<file path="config.mk">
export PLATFORM = sky130hd
export DESIGN_NAME = sdram_slot_arbiter
export DESIGN_NICKNAME = d
export VERILOG_FILES = /design/src/rtl/sdram_slot_arbiter.sv
export SDC_FILE = /design/constraint.sdc
export NUM_CORES = 1
export LEC_CHECK = 0
export CAP_MARGIN = 20
export CORE_MARGIN = 3
export CORE_UTILIZATION = 61
export DETAILED_ROUTE_END_ITERATION = 10
export DONT_BUFFER_PORTS = 1
export GPL_TIMING_DRIVEN = 0
export PLACE_DENSITY = 0.77
export SYNTH_ARGS = -nofsm -noshare
export SYNTH_HDL_FRONTEND = slang
export SYNTH_SLANG_ARGS = --single-unit
</file>
<file path="constraint.sdc">
create_clock -name clk -period 4.18 [get_ports clk]
set_clock_uncertainty 0.05 [all_clocks]
set_input_delay 1.254 -clock clk [delete_from_list [all_inputs] [get_ports clk]]
set_output_delay 1.254 -clock clk [all_outputs]
set_load 0.1 [all_outputs]
</file>
<file path="src/rtl/sdram_slot_arbiter.sv">
// Two-port SDRAM slot arbiter. Port A (CPU) and port B (video) share fixed-length
// slots marked by sync, with round-robin fairness and a forced refresh slot after REFRESH_GAP grants.
module sdram_slot_arbiter #(
    parameter int REFRESH_GAP = 7
) (
    input  logic        clk,
    input  logic        reset,
    input  logic        sync,
    input  logic        a_req,
    input  logic        a_we,
    input  logic [1:0]  a_ds,
    input  logic [19:0] a_addr,
    input  logic [15:0] a_din,
    output logic        a_ack,
    output logic [15:0] a_dout,
    input  logic        b_req,
    input  logic [19:0] b_addr,
    output logic        b_ack,
    output logic [15:0] b_dout,
    output logic        we,
    output logic        oe,
    output logic [1:0]  ds,
    output logic [19:0] addr,
    output logic [15:0] din,
    input  logic [15:0] dout
);

    localparam int CNT_W = (REFRESH_GAP < 1) ? 1 : $clog2(REFRESH_GAP + 1);
    localparam logic [CNT_W-1:0] GAP     = CNT_W'(REFRESH_GAP);
    localparam logic [CNT_W-1:0] CNT_ONE = CNT_W'(1);

    typedef enum logic [1:0] {
        IDLE   = 2'd0,
        SLOT_A = 2'd1,
        SLOT_B = 2'd2
    } slot_t;

    slot_t            state;
    logic [CNT_W-1:0] gnt_cnt;
    logic             rr_favor_a;

    logic a_elig;
    logic b_elig;
    logic refresh_due;
    logic grant_a;
    logic grant_b;

    // The port whose slot is finishing at this sync is not eligible for the next one.
    assign a_elig      = a_req && (state != SLOT_A);
    assign b_elig      = b_req && (state != SLOT_B);
    assign refresh_due = (gnt_cnt == GAP);
    assign grant_a     = !refresh_due && a_elig && (!b_elig || rr_favor_a);
    assign grant_b     = !refresh_due && b_elig && !grant_a;

    // NOTE: every register here uses <= so all updates see pre-edge values of state and counters.
    always_ff @(posedge clk or posedge reset) begin
        if (reset) begin
            state      <= IDLE;
            gnt_cnt    <= '0;
            rr_favor_a <= 1'b1;
            we         <= 1'b0;
            oe         <= 1'b0;
            ds         <= 2'b00;
            addr       <= '0;
            din        <= '0;
            a_ack      <= 1'b0;
            b_ack      <= 1'b0;
            a_dout     <= '0;
            b_dout     <= '0;
        end else begin
            a_ack <= 1'b0;
            b_ack <= 1'b0;
            if (sync) begin
                case (state)
                    SLOT_A: begin
                        a_ack <= 1'b1;
                        if (oe) a_dout <= dout;
                    end
                    SLOT_B: begin
                        b_ack  <= 1'b1;
                        b_dout <= dout;
                    end
                    default: ;
                endcase

                if (grant_a) begin
                    state      <= SLOT_A;
                    we         <= a_we;
                    oe         <= ~a_we;
                    ds         <= a_ds;
                    addr       <= a_addr;
                    din        <= a_din;
                    gnt_cnt    <= gnt_cnt + CNT_ONE;
                    rr_favor_a <= 1'b0;
                end else if (grant_b) begin
                    state      <= SLOT_B;
                    we         <= 1'b0;
                    oe         <= 1'b1;
                    ds         <= 2'b11;
                    addr       <= b_addr;
                    din        <= '0;
                    gnt_cnt    <= gnt_cnt + CNT_ONE;
                    rr_favor_a <= 1'b1;
                end else begin
                    // Idle slot: the SDRAM controller refreshes; addr/din keep their last values.
                    state   <= IDLE;
                    we      <= 1'b0;
                    oe      <= 1'b0;
                    ds      <= 2'b00;
                    gnt_cnt <= '0;
                end
            end
        end
    end

endmodule

</file>
======== After elaboration in Yosys (flattened, before gate mapping) ========
Cells that the tools add are included.
word-level totals
  flip-flop bits (word level) ............. 80
  input bits .............................. 80
  word-level logic and storage cells ...... 52
  output and inout port bits .............. 74
operators by class
  reduce and logical (&&, ||, !) cells .... 14
  $add $sub $neg .......................... 1
  equality and inequality tests ........... 5
  mux-type cells .......................... 19
  bitwise operators ....................... 1
operators by type and width
  kind                                                   number
  two-way mux 20 bit                                     2
  two-way mux 16 bit                                     2
  two-way mux 1 bit                                      9
  two-way mux 2 bit                                      4
  logical AND 1 bit                                      6
  two-way mux 3 bit                                      2
  AND reduction 2 bit                                    2
  adder 3 x 1 -> 3 bit, second input constant            1
  equality test 3 bit, second input constant             1
  zero test 1 bit                                        3
  AND reduction 3 bit                                    1
  equality test 2 x 1 -> 1 bit, second input constant    1
  equality test 2 bit, second input constant             1
  inequality test 2 x 1 -> 1 bit, second input constant  1
  inequality test 2 bit, second input constant           1
  nonzero test 2 bit                                     1
  logical OR 1 bit                                       1
  inverter 1 bit                                         1

======== Logic depth before layout (Yosys ltp) ========
  depth in word-level cells ............... 9
  mapped depth ............................ 8
  mapped depth without buffers ............ 6

======== Worst setup path before layout ========
Ideal clock, no wire load.
  path type ............................... input-to-reg
  start point ............................. in b_req
  end point ............................... reg addr[10]
  arrival ................................. 2.186 ns
  slack ................................... 1.821 ns
  required time ........................... 4.007 ns
  stages .................................. 5
  setup time .............................. 0.123 ns
  path buffers ............................ 1
  path through ............................ and2b_1 -> a21oi_4 -> nand2_1 -> buf_2 -> o221a_2
between the ends
  longest elaborated chain between the ends .. 8
  elaborated cells between the ends (all ways) .. 10
  those cells by class .................... 1 x mux; 9 x reduce/logical
ends and longest elaborated chain
  element                        line  text
  start, declared                16    input logic b_req,
  logical AND 1 bit *            50    assign b_elig = b_req && (state != SLOT_B);
  zero test 1 bit                52    assign grant_a = !refresh_due && a_elig && (!b_elig || rr_favor_a);
  logical OR 1 bit               52
  logical AND 1 bit              52
  zero test 1 bit                53    assign grant_b = !refresh_due && b_elig && !grant_a;
  logical AND 1 bit              53
  nonzero test 2 bit (no line)   --
  AND reduction 2 bit (no line)  --
  end signal, assigned           91    addr <= a_addr;
  end signal, assigned           100   addr <= b_addr;
  end, declared                  23    output logic [19:0] addr,
Mark *: on every way between the ends. The rest lies on a longest branch, timed or not.
A chain may end at the register's enable or synchronous reset.

======== Final worst setup path ========
  start point ............................. reg oe
  end point ............................... out oe
RTL lines
  element                 line  text
  start, declared         21    output logic oe,
  start signal, assigned  89    oe <= ~a_we;
No word-level cell between the ends.

==> results.txt <==
- Total vias in the final route: 2200
- In the final routed layout, each cell accounts on average for 22.70 um.
- Measured against its own limit, the worst slew margin works out to 35.96%.
- In the global route stage, overall resource usage came out at 23.55%.
* Inserted Clock Buffers: 9
- Detailed placement finished with a half-perimeter wire length of 5761 um.
- For the worst setup path, the data required time is 2.88 ns.
- Number of global-route vias before repair: 2228
* Worst-skew pair later-pin latency: 0.34 ns
- WL final: 7742 um
- The count of nets left with antenna violations once routing finished came out at 0.
- Area enclosed by the die boundary: 6563 um^2
* Buffers on Ports: 0
- Syn nets: 336
- Total iterations of the first detailed-routing run: 4
- The initial antenna violation count was 0.
* Critical Path Sink Type: output port
- Cell type with the highest aggregate area in the netlist: sky130_fd_sc_hd__dfrtp_1
- Mapped cell area: 3432 um^2
- In this run the standard cell core region covers 5270 um^2.
- After clock tree synthesis, the setup repair step added 0 buffers.
- Most common library cells after synthesis: sky130_fd_sc_hd__dfrtp_1, sky130_fd_sc_hd__a211o_1, sky130_fd_sc_hd__mux2_2, sky130_fd_sc_hd__nand2_1
* Synthesis-to-layout area growth: 10.14%
* Clock buffer depth: 2
- Post-synth top area share: 57.60%
- Along the worst path, the maximum fanout reaches 3.
- Final weighted congestion in routability-driven placement: 0.7243
- Global route total overflow: 0
- Worst EP arrival: 1.32 ns
* Share of flip-flops with an asynchronous set or reset after synthesis: 100.0%
* Max-cap violations: 0
- Setup repair after global routing left no endpoint under its margin.
- The die is 81.01 um wide.
- CTS resizes: 0
* Number of rows created at floorplan: 26
- Antenna Cells: 0
* Final count of negative-setup-slack endpoints: 0
- At the pin with the least slew margin, the transition time is 0.9606 ns.
* Number of storage elements in the synthesis netlist: 80
- Most frequently used flop master after synthesis: sky130_fd_sc_hd__dfrtp_1
- Number of design rule violations left after detail routing: 0
- Hold violation count in the final report: 0
- After the last flow step, the layout net total stands at 348.
- During I/O placement, the number of pins put on the boundary was 154.
- After layout, the worst path uses 62.72% of the clock period.
- The share of the Yosys chip area taken by registers is 58.37%.
- Each instance of the synthesized netlist takes up on average 13.51 um^2.
- In this run the worst hold path is classified as register to register.
- Die Height: 81.01 um
- Highest Clock Rate: 381.5 MHz
- Num Clock Sinks: 80
- Clock-pin slew was measured on the worst setup and hold paths at 0.08 ns.
- The netlist uses 37 different library cells.
- Total Neg Setup Slack: 0 ns
- CTS tree: done
- Critical path launch point type: register
- Starting Density: 65.12%
- Synthesis handed over a netlist of 254 instances.
- In this run, synthesis inferred 0 flip-flops with an integrated enable.
- Status: complete, no violations
- Count of yosys warnings during synthesis: 0
- By area the synthesized netlist is led by sky130_fd_sc_hd__dfrtp_1, sky130_fd_sc_hd__mux2_2, sky130_fd_sc_hd__a211o_1.
* Cell at the root of the clock tree: sky130_fd_sc_hd__clkbuf_8
- Share of final-layout standard cells stronger than drive strength 1: 30.26%
* Dominant cell by count in the synthesized netlist: sky130_fd_sc_hd__dfrtp_1
- Total count of max-transition violations in the final report: 0
* Hold-fix buffers, CTS: 0
* Number of violations reported at the end of detailed-routing iteration 0: 105
- In the routed layout, each cell is associated on average with a via count of 6.452.
- In this run the number of H-tree levels came out at 3.
* Crit Path Class: register to output port
- Global-route wire length before repair: 11620 um
- Pin count of the biggest net entering global routing: 48
* Period minus WS final: 2.621 ns
[kinds of logic (layout without fill, tap and decap cells)]
| family | Yosys count | in the layout | share of synthesized area, % |
|---|---|---|---|
| DFF | 80 | 80 | 58.37 |
| muxes | 33 | 33 | 11.92 |
| and+or+nand+nor | 45 | 45 | 6.927 |
| buffers and inverters | 24 | 41 | 3.937 |
| AOI/OAI and AO/OA | 70 | 70 | 18.12 |
| adders and majority gates | 2 | 2 | 0.7290 |
[worst paths after layout]
path | startpoint | to | slack, ns | cells after the start
worst max register to register | oe | a_dout[6] | 2.15 | 3
max in group asynchronous | reset | rr_favor_a | 2.71 | 2
worst min register to register | rr_favor_a | rr_favor_a | 0.45 | 2
worst max-delay path | oe | oe | 1.56 | 0
worst min-delay path | rr_favor_a | rr_favor_a | 0.45 | 2
min in group asynchronous | reset | a_dout[10] | 0.74 | 1
[flip-flops by register name, summed over array words and instances, names as in the netlist]
name	cells
a_dout	16
b_dout	16
state	2
addr	20
b_ack	1
din	16
we	1
rr_favor_a	1
oe	1
a_ack	1
gnt_cnt	3
ds	2
[final cells by class]
type | instances | area, um^2
flip-flops and latches | 80 | 2003
fillers | 379 | 1490
multi-input cells | 150 | 1294
clock buffers | 11 | 151.4
plain buffers | 18 | 112.6
well taps | 70 | 87.58
clock inverters | 5 | 78.83
repair buffers | 1 | 27.53
inverters | 6 | 25.02
[layout by cell type, fill, tap and decap left out, types with 3 or more instances in the layout]
master and count:
sky130_fd_sc_hd__nand3_1 16, sky130_fd_sc_hd__clkbuf_1 4, sky130_fd_sc_hd__mux2_1 6, sky130_fd_sc_hd__buf_6 4, sky130_fd_sc_hd__clkbuf_8 11, sky130_fd_sc_hd__o221a_1 9
sky130_fd_sc_hd__buf_2 9, sky130_fd_sc_hd__inv_2 3, sky130_fd_sc_hd__mux2_4 10, sky130_fd_sc_hd__o221a_2 11, sky130_fd_sc_hd__mux2_2 17, sky130_fd_sc_hd__a22o_1 3
sky130_fd_sc_hd__a211o_1 20, sky130_fd_sc_hd__dfrtp_1 79, sky130_fd_sc_hd__o21ai_1 16, sky130_fd_sc_hd__nand2_1 17
[metrics by stage]
step / instance area (um^2) / util (%) / hold WS [ns] / setup slack (ns) / cells
2_1_floorplan: 3432 / - / 0.4096 / 0.8259 / 254
3_3_place_gp: 3520 / 66.79 / 0.4285 / 0.02547 / 324
3_5_place_dp: 3550 / 67.36 / 0.4420 / 1.633 / 325
4_1_cts: 3780 / 71.72 / 0.4552 / 1.541 / 341
5_1_grt: 3780 / 71.72 / 0.4968 / 1.522 / 341
6_report: 3780 / 71.72 / 0.4474 / 1.559 / 341
[routing by layer]
metal | wire length [um] | vias up | GRT usage, %
met3 | 837 | 8 | 7.428
met2 | 3819 | 106 | 38.10
met1 | 2997 | 1117 | 29.59
met5 | 0 | - | 0
li1 | - | 969 | -
met4 | 88 | 0 | 9.122
Power is left out: the tool's default activity adds up to more than one toggle a clock period on the data nets, which glitch-free logic cannot reach.
